## config.mk

```make
export PLATFORM = sky130hd
export DESIGN_NAME = game_round_ctrl
export DESIGN_NICKNAME = d
export VERILOG_FILES = /design/src/rtl/game_pkg.sv /design/src/rtl/tick_hold_counter.sv /design/src/rtl/game_round_ctrl.sv
export SDC_FILE = /design/constraint.sdc
export NUM_CORES = 1
export LEC_CHECK = 0
export ABC_AREA = 1
export BUFFER_PORTS_ARGS = -buffer_cell sky130_fd_sc_hd__clkbuf_2
export CAP_MARGIN = 20
export CORE_MARGIN = 1
export CORE_UTILIZATION = 32
export CTS_CLUSTER_DIAMETER = 150
export DETAILED_ROUTE_END_ITERATION = 8
export PLACE_DENSITY = 0.5
export SLEW_MARGIN = 20
export SYNTH_ARGS = -nofsm -noshare
export SYNTH_HDL_FRONTEND = slang
export SYNTH_SLANG_ARGS = --single-unit
```

## constraint.sdc

```tcl
create_clock -name clk -period 2 [get_ports clk]
set_clock_uncertainty 0.2 [all_clocks]
set_input_delay 0.2 -clock clk [delete_from_list [all_inputs] [get_ports clk]]
set_output_delay 0.2 -clock clk [all_outputs]
set_load 0.005 [all_outputs]
```

## src/rtl/game_pkg.sv

```systemverilog
// Shared types and widths for the guessing game: round controller, round timer
// and display decoder all agree on these encodings.
package game_pkg;

    typedef enum logic [2:0] {
        S_IDLE,
        S_ARM,
        S_PLAY,
        S_HIT,
        S_MISS,
        S_WIN,
        S_LOSE
    } state_e;

    localparam int                  LEVEL_W   = 3;
    localparam logic [LEVEL_W-1:0]  LEVEL_MIN = 3'd1;
    localparam int                  SCORE_W   = 8;
    localparam logic [SCORE_W-1:0]  SCORE_MAX = 8'd255;
    localparam int                  LIVES_W   = 3;
    localparam int                  HITS_W    = 4;
    localparam int                  HOLD_W    = 4;

    function automatic logic [SCORE_W-1:0] score_inc(input logic [SCORE_W-1:0] s);
        return (s == SCORE_MAX) ? s : s + 8'd1;
    endfunction

endpackage

```

## src/rtl/tick_hold_counter.sv

```systemverilog
// Counts tick pulses since the last clear; done once the count reaches limit.
// Saturates at the top so a long hold never wraps back below the limit.
module tick_hold_counter
    import game_pkg::*;
(
    input  logic              clk,
    input  logic              rst,
    input  logic              clear,
    input  logic              tick,
    input  logic [HOLD_W-1:0] limit,
    output logic              done
);

    logic [HOLD_W-1:0] cnt_q, cnt_d;

    always_comb begin
        cnt_d = cnt_q;
        if (clear)
            cnt_d = '0;
        else if (tick && (cnt_q != {HOLD_W{1'b1}}))
            cnt_d = cnt_q + 4'd1;
    end

    always_ff @(posedge clk) begin
        if (!rst)
            cnt_q <= '0;
        else
            cnt_q <= cnt_d;
    end

    assign done = (cnt_q >= limit);

endmodule

```

## src/rtl/game_round_ctrl.sv

```systemverilog
// Round sequencer: tracks level/lives/score, drives the round timer, and turns
// guesses and timeouts into hit/miss feedback and the final win/lose result.
module game_round_ctrl
    import game_pkg::*;
#(
    parameter int LIVES          = 3,
    parameter int MAX_LEVEL      = 5,
    parameter int HITS_PER_LEVEL = 4,
    parameter int HOLD_TICKS     = 2
) (
    input  logic               clk,
    input  logic               rst,
    input  logic               tick,
    input  logic               start,
    input  logic               guess_valid,
    input  logic               guess_correct,
    input  logic               timeout,
    output logic [LEVEL_W-1:0] cur_level,
    output logic               timer_en,
    output logic               timer_rst_n,
    output logic [LIVES_W-1:0] lives,
    output logic [SCORE_W-1:0] score,
    output logic               hit_flash,
    output logic               miss_flash,
    output logic               game_over,
    output logic               win
);

    localparam logic [LIVES_W-1:0] LIVES_INIT = LIVES_W'(LIVES);
    localparam logic [LEVEL_W-1:0] LEVEL_TOP  = LEVEL_W'(MAX_LEVEL);
    localparam logic [HITS_W-1:0]  HITS_TOP   = HITS_W'(HITS_PER_LEVEL);
    localparam logic [HOLD_W-1:0]  HOLD_LIM   = HOLD_W'(HOLD_TICKS);

    state_e             state_q, state_d;
    logic [LEVEL_W-1:0] level_q, level_d;
    logic [LIVES_W-1:0] lives_q, lives_d;
    logic [SCORE_W-1:0] score_q, score_d;
    logic [HITS_W-1:0]  hits_q, hits_d;
    logic               win_pend_q, win_pend_d;
    logic               first_q;
    logic               hold_clear, hold_done;
    logic               in_hold;

    assign in_hold    = (state_q == S_HIT) || (state_q == S_MISS);
    // Counter sits at zero outside the hold and during the entry cycle, so a
    // tick coinciding with entry is never counted.
    assign hold_clear = !in_hold || first_q;

    tick_hold_counter u_hold (
        .clk   (clk),
        .rst   (rst),
        .clear (hold_clear),
        .tick  (tick),
        .limit (HOLD_LIM),
        .done  (hold_done)
    );

    always_comb begin
        state_d    = state_q;
        level_d    = level_q;
        lives_d    = lives_q;
        score_d    = score_q;
        hits_d     = hits_q;
        win_pend_d = win_pend_q;
        case (state_q)
            S_IDLE: if (start) state_d = S_ARM;
            S_ARM:  state_d = S_PLAY;
            S_PLAY: begin
                if (guess_valid && guess_correct) begin
                    state_d = S_HIT;
                    score_d = score_inc(score_q);
                    if (hits_q + 4'd1 >= HITS_TOP) begin
                        hits_d = '0;
                        if (level_q >= LEVEL_TOP) win_pend_d = 1'b1;
                        else                      level_d    = level_q + 3'd1;
                    end else begin
                        hits_d = hits_q + 4'd1;
                    end
                end else if (guess_valid || timeout) begin
                    state_d = S_MISS;
                    if (lives_q != '0) lives_d = lives_q - 3'd1;
                end
            end
            S_HIT, S_MISS: begin
                // Counters were updated on entry; the game-ending outcome
                // skips the hold and is taken straight from the entry cycle.
                if (first_q && win_pend_q)
                    state_d = S_WIN;
                else if (first_q && (state_q == S_MISS) && (lives_q == '0))
                    state_d = S_LOSE;
                else if (hold_done)
                    state_d = S_ARM;
            end
            S_WIN, S_LOSE: if (start) state_d = S_IDLE;
            default: state_d = S_IDLE;
        endcase
        if (state_d == S_IDLE) begin
            level_d    = LEVEL_MIN;
            lives_d    = LIVES_INIT;
            score_d    = '0;
            hits_d     = '0;
            win_pend_d = 1'b0;
        end
    end

    always_ff @(posedge clk) begin
        if (!rst) begin
            state_q     <= S_IDLE;
            level_q     <= LEVEL_MIN;
            lives_q     <= LIVES_INIT;
            score_q     <= '0;
            hits_q      <= '0;
            win_pend_q  <= 1'b0;
            first_q     <= 1'b0;
            timer_en    <= 1'b0;
            timer_rst_n <= 1'b0;
            hit_flash   <= 1'b0;
            miss_flash  <= 1'b0;
            game_over   <= 1'b0;
            win         <= 1'b0;
        end else begin
            state_q     <= state_d;
            level_q     <= level_d;
            lives_q     <= lives_d;
            score_q     <= score_d;
            hits_q      <= hits_d;
            win_pend_q  <= win_pend_d;
            first_q     <= (state_q == S_PLAY) && ((state_d == S_HIT) || (state_d == S_MISS));
            timer_en    <= (state_d == S_PLAY);
            timer_rst_n <= (state_d == S_PLAY);
            hit_flash   <= (state_d == S_HIT);
            miss_flash  <= (state_d == S_MISS);
            game_over   <= (state_d == S_WIN) || (state_d == S_LOSE);
            win         <= (state_d == S_WIN);
        end
    end

    assign cur_level = level_q;
    assign lives     = lives_q;
    assign score     = score_q;

endmodule

```

# Word level (Yosys, flattened, before mapping)
# Cells that the tools add are included.
[word_totals]
regBits = 32
out_inout_bits = 20
word_cells = 72
[classes]
magnitude_cmp = 3
eq_ne = 13
n_mux = 9
add_sub_neg = 5
n_bitwise = 4
reduce_logical = 25
[op_table]
columns = ["op", "count"]
rows = [
  ["3-bit 2-to-1 mux", 7],
  ["3-bit == test (second input constant)", 6],
  ["3-bit case mux with 5 select lines", 1],
  ["3-bit by 2-bit == test with 1-bit output (second input constant)", 4],
  ["4-bit AND reduction", 3],
  ["3-bit zero test", 3],
  ["4-bit by 1-bit adder with 4-bit output (second input constant)", 2],
  ["8-bit by 1-bit adder with 8-bit output (second input constant)", 1],
  ["8-bit == test (second input constant)", 1],
  ["2-bit OR reduction", 4],
  ["1-bit logical AND", 6],
  ["1-bit logical OR", 5],
  ["4-bit by 2-bit greater-or-equal comparator with 1-bit output (second input constant)", 1],
  ["4-bit by 3-bit greater-or-equal comparator with 1-bit output (second input constant)", 1],
  ["4-bit 2-to-1 mux", 1],
  ["4-bit inequality test (second input constant)", 1],
  ["1-bit NOT", 4],
  ["3-bit by 1-bit adder with 3-bit output (second input constant)", 1],
  ["3-bit by 1-bit == test with 1-bit output (second input constant)", 1],
  ["3-bit greater-or-equal comparator (second input constant)", 1],
  ["3-bit AND reduction", 1],
  ["3-bit nonzero test", 1],
  ["3-bit by 1-bit subtractor with 3-bit output (second input constant)", 1],
  ["2-bit AND reduction", 1],
  ["1-bit zero test", 1],
]

# Longest topological paths before layout
[logic_depth]
word_depth = 9
mapped_depth = 12
depth_no_buf = 11

# By module
# From an unflattened synthesis, not the netlist that was laid out.
[unflattened]
cells_unflattened = 260
hier_area_um2 = 1865.5
[by_module_without_submodules]
columns = ["module", "seq_area_each_um2", "n_inst", "cells_per_inst", "area_per_inst_um2"]
rows = [
  ["game_round_ctrl", 560.5, 1, 216, 1541.5],
  ["tick_hold_counter", 80.1, 1, 44, 324.1],
]

# Worst setup path after synthesis
# OpenSTA, ideal clock, no wires.
[synth_timing]
kind = "register to register"
from = "register u_hold.cnt_q[0]"
to = "register hits_q[1]"
slack_ns = 0.177
arrival_ns = 1.505
path_stages_with_launch = 12
setup_time_ns = 0.118
path_buffers = 1
required_ns = 1.682
cell_sequence = "dfxtp_1 > inv_1 > ha_1 > nor2_1 > nand3_1 > nand2_1 > nand2_1 > a21oi_4 > nand3_2 > nand2_4 > buf_6 > nor2_1"
[synth_via]
elab_chain_cells = 7
[synth_lines]
columns = ["item", "line", "rtl"]
rows = [
  ["from (decl)", "tick_hold_counter.sv:14", "logic [HOLD_W-1:0] cnt_q, cnt_d;"],
  ["from (signal assigned)", "tick_hold_counter.sv:28", "cnt_q <= cnt_d;"],
  ["4-bit by 2-bit greater-or-equal comparator with 1-bit output", "tick_hold_counter.sv:31", "assign done = (cnt_q >= limit);"],
  ["3-bit 2-to-1 mux", "game_round_ctrl.sv:91", "else if (hold_done)"],
  ["3-bit 2-to-1 mux", "game_round_ctrl.sv:89", "else if (first_q && (state_q == S_MISS) && (lives_q == '0))"],
  ["3-bit 2-to-1 mux", "game_round_ctrl.sv:87", "if (first_q && win_pend_q)"],
  ["3-bit case mux with 5 select lines", "game_round_ctrl.sv:65", "case (state_q)"],
  ["3-bit zero test", "game_round_ctrl.sv:97", "if (state_d == S_IDLE) begin"],
  ["2-bit OR reduction (no line)", "n/a", ""],
  ["to (signal assigned)", "game_round_ctrl.sv:126", "hits_q <= hits_d;"],
  ["to (decl)", "game_round_ctrl.sv:38", "logic [HITS_W-1:0] hits_q, hits_d;"],
]
# No other way between the ends.
# A chain may end at the register's enable or synchronous reset.

# Worst setup path in the final report
[layout_timing]
from = "register u_hold.cnt_q[0]"
to = "register lives_q[2], in the netlist lives[2]"
[layout_via]
elab_chain_cells = 7
[layout_lines]
columns = ["item", "line", "rtl"]
rows = [
  ["4-bit by 2-bit greater-or-equal comparator with 1-bit output", "tick_hold_counter.sv:31", ""],
  ["3-bit 2-to-1 mux", "game_round_ctrl.sv:91", ""],
  ["3-bit 2-to-1 mux", "game_round_ctrl.sv:89", ""],
  ["3-bit 2-to-1 mux", "game_round_ctrl.sv:87", ""],
  ["3-bit case mux with 5 select lines", "game_round_ctrl.sv:65", ""],
  ["3-bit zero test", "game_round_ctrl.sv:97", ""],
  ["2-bit OR reduction (no line)", "n/a", ""],
  ["to (signal assigned)", "game_round_ctrl.sv:124", "lives_q <= lives_d;"],
  ["to (decl)", "game_round_ctrl.sv:36", "logic [LIVES_W-1:0] lives_q, lives_d;"],
]
# No other way between the ends.

==> qor.yml <==
routing:
  drc: 0
  first_iter_violations: 54
  wl_per_cell_um: 10.03
  routed_wl_um: 3349
  dr.pass1.iters: 4
  vias: 1459
  vias_per_cell: 4.368
  ant_nets: 0
yosys:
  ys_seq_elements: 32
  synth_fp_nets: 246
  ys_seq_area_share_pct: 38.21
  syn_area_um2: 1677
  ys_types: 32
  yosys_warnings: 0
  synthCells: 231
  avgSynthCellArea_um2: 7.258
power:
  pwr-share-comb_pct: 9.4
  clkPwrFrac_pct: 38.2
  internal_power_mw: 0.9206
  power.density_nw_per_um2: 618.1
  power_switching_share_pct: 25.93
  p_seq_share_pct: 52.4
  switchingPower_mw: 0.3223
  leakage_nw: 0.9214
  irDropWorstVdd_mv: 0.2725
place:
  placed_area_um2: 1902
  gp_congestion: 0.8717
  port_buffers: 26
  post-dp-hpwl_um: 2478
critical_path:
  rrSetupSlack_ps: 140
  worstPathCellList: "inv_1 -> ha_1 -> nor2_2 -> nand3_1 -> nand2_1 -> nand2_1 -> a21oi_4 -> nand3_4 -> nand2_8 -> nor2_1"
  end_kind: "flip-flop"
  slowest_delay_ps: 370
  cp_max_fo: 16
  crit_path_frequent_cell: "nand2_1"
  cp_top_family: "simple AND/OR/NAND/NOR gates"
  cp_data_required_time_ps: 1980
  cp.arrival_ps: 1840
  path_buf_inv: 1
  start_kind: "flip-flop"
  crit_path_top_delay_cell: "dfxtp_1"
  crit_type: "flip-flop to flip-flop"
sta:
  fin_crit_sh_pct: 93.03
  timing.setup.tns_ps: 0
  worstMarginPinSlew_ps: 351.3
  fmax_mhz: 537.5
  relSlewSlack_pct: 76.58
  setup_viol: 0
  final_max_slew_viol_count: 0
  period_minus_slack_ps: 1861
  hold_viol: 0
  rsz0062_at_grt: "no"
clock_tree:
  htree_levels: 2
  cts_tree: "built"
  path_clk_slew_ps: 70
  insertion_delay_ps: 290
  root_buffer: "clkbuf_8"
  numCtsBuffers: 5
  cts_max_path_buffers: 2
  hold_buffers: 0
  cts_sinks: 32
hold_path:
  hold_class: "input pin to flip-flop"
job:
  drv_cap: 0
global_route:
  grt_pass1_wl_um: 5457
  antenna_found_initial: 0
  grt_overflow: 0
  grt_max_degree: 17
  grt_usage_pct: 13.05
  grt_pass1_vias: 1238
die:
  die_w_um: 74.39
  dieArea_um2: 5533
  initial_core_util_pct: 34.36
  fp.dieH_um: 74.39
  placementRows: 25
  ios: 27
  core-area_um2: 4880
layout:
  n_antenna_cell: 0
  fin_util_pct: 41.21
  multiInputGateArea_um2: 889.6
  fin_nets: 282
  regArea_um2: 641.9
  drive_gt1_share_pct: 20.60
  nFillCells: 543
  area_delta_synth_final_pct: 19.93
  fin_area_um2: 2011
status:
  status: "finished, final reports clean"
[placed cells by master (no fill, tap or decap), types with 2 or more instances in the layout]
master    instances
ha_1              8
inv_2             3
clkbuf_2         26
nor2_1           35
nand3_1          22
inv_1            34
clkbuf_8          5
xor2_1            8
nor2_2            3
buf_4             6
a21oi_2           2
nand2_1          46
a21oi_1           5
o21ai_0           5
nand4_1           4
xnor2_1           4
dfxtp_1          31
[worst register-to-register path, delay by kind of cell (launching register included)]
| family | cells | cell delay (ps) |
|---|---|---|
| AND/OR/NAND/NOR | 7 | 710 |
| AO/OA/AOI/OAI | 1 | 200 |
| adder cells (fa/ha/maj) | 1 | 200 |
| buffers and inverters | 1 | 70 |
| flip-flops | 1 | 370 |
[synth_stat cells (all sizes together)]
| cell | number | area [µm²] |
|---|---|---|
| o21bai | 1 | 7.510 |
| o21ai | 7 | 38.78 |
| xor2 | 8 | 70.07 |
| a22oi | 1 | 7.510 |
| nand2 | 48 | 190.2 |
| and3 | 1 | 6.260 |
| a21oi | 8 | 58.81 |
| nor3b | 1 | 7.510 |
| nand3b | 1 | 7.510 |
| xnor2 | 4 | 35.03 |
| inv | 37 | 138.9 |
| nand3 | 24 | 130.1 |
| ha | 8 | 100.1 |
| nor2 | 39 | 158.9 |
| nand4 | 4 | 25.02 |
| nor3 | 1 | 5.000 |
| a21o | 1 | 7.510 |
| a21boi | 1 | 7.510 |
| dfxtp | 32 | 640.6 |
| a211oi | 1 | 7.510 |
| buf | 3 | 26.27 |
[power by group through the flow]
stage	Combinational, mW	Clock (mW)	Sequential [mW]
final	0.116	0.475	0.651
after global routing	0.130	0.528	0.651
after CTS	0.106	0.493	0.651
after detailed placement	0.105	0	0.665
after global placement	0.106	0	0.666
after floorplan	0.0804	0	0.664
[registers in the layout, summed over array words and instances (netlist names)]
name	count
game_over	1
miss_flash	1
first_q	1
hits_q	4
hit_flash	1
state_q	3
lives	3
win	1
u_hold.cnt_q	4
win_pend_q	1
score	8
timer_rst_n	1
cur_level	3
[stage by stage]
step	hold slack [ps]	instances	setup slack, ps	power [mW]
finish	3.510	334	139.4	1.243
global route	75.84	334	0.3491	1.309
CTS	1.632	333	26.94	1.250
detailed placement	251.4	326	48.36	0.7707
global placement	250.4	326	97.56	0.7714
floorplan	199.8	231	177.1	0.7447
[worst paths after layout]
check / startpoint / endpoint / cells after the start
worst max-delay path: u_hold.cnt_q[0] / lives[2] / 10
worst min-delay path: tick / u_hold.cnt_q[0] / 4
worst max register to register: u_hold.cnt_q[0] / lives[2] / 10
worst min register to register: hits_q[3] / hits_q[3] / 2
[cell type report]
class | count | area share, %
multi-input cells | 159 | 44.24
clock buffers | 5 | 3.423
clock inverters | 2 | 0.6223
well taps | 67 | 4.169
flip-flops and latches | 32 | 31.92
inverters | 37 | 6.907
repair buffers | 32 | 8.712
[layer usage]
| layer | share of wire, % | track usage [%] |
|---|---|---|
| met3 | 3.9 | 3.659 |
| met4 | 2.1 | 6.289 |
| met5 | 0 | 0 |
| met1 | 51 | 16.68 |
| met2 | 43 | 20.22 |
[kinds of logic after synthesis]
group / after synthesis / synth area share (%)
adder cells (fa/ha/maj): 8 / 5.970
AO/OA/AOI/OAI: 20 / 8.060
buffers and inverters: 40 / 9.850
XOR/XNOR: 12 / 6.269
AND/OR/NAND/NOR: 119 / 31.64
flip-flops: 32 / 38.21
[what timing repair did]
action | CTS | global route
endpoints found under the setup margin | 0 | 16
endpoints found under the hold margin | 0 | 0
setup buffers | 0 | 1
resized for setup | 0 | 4
Note: power is estimated with default switching activity, not from simulation.
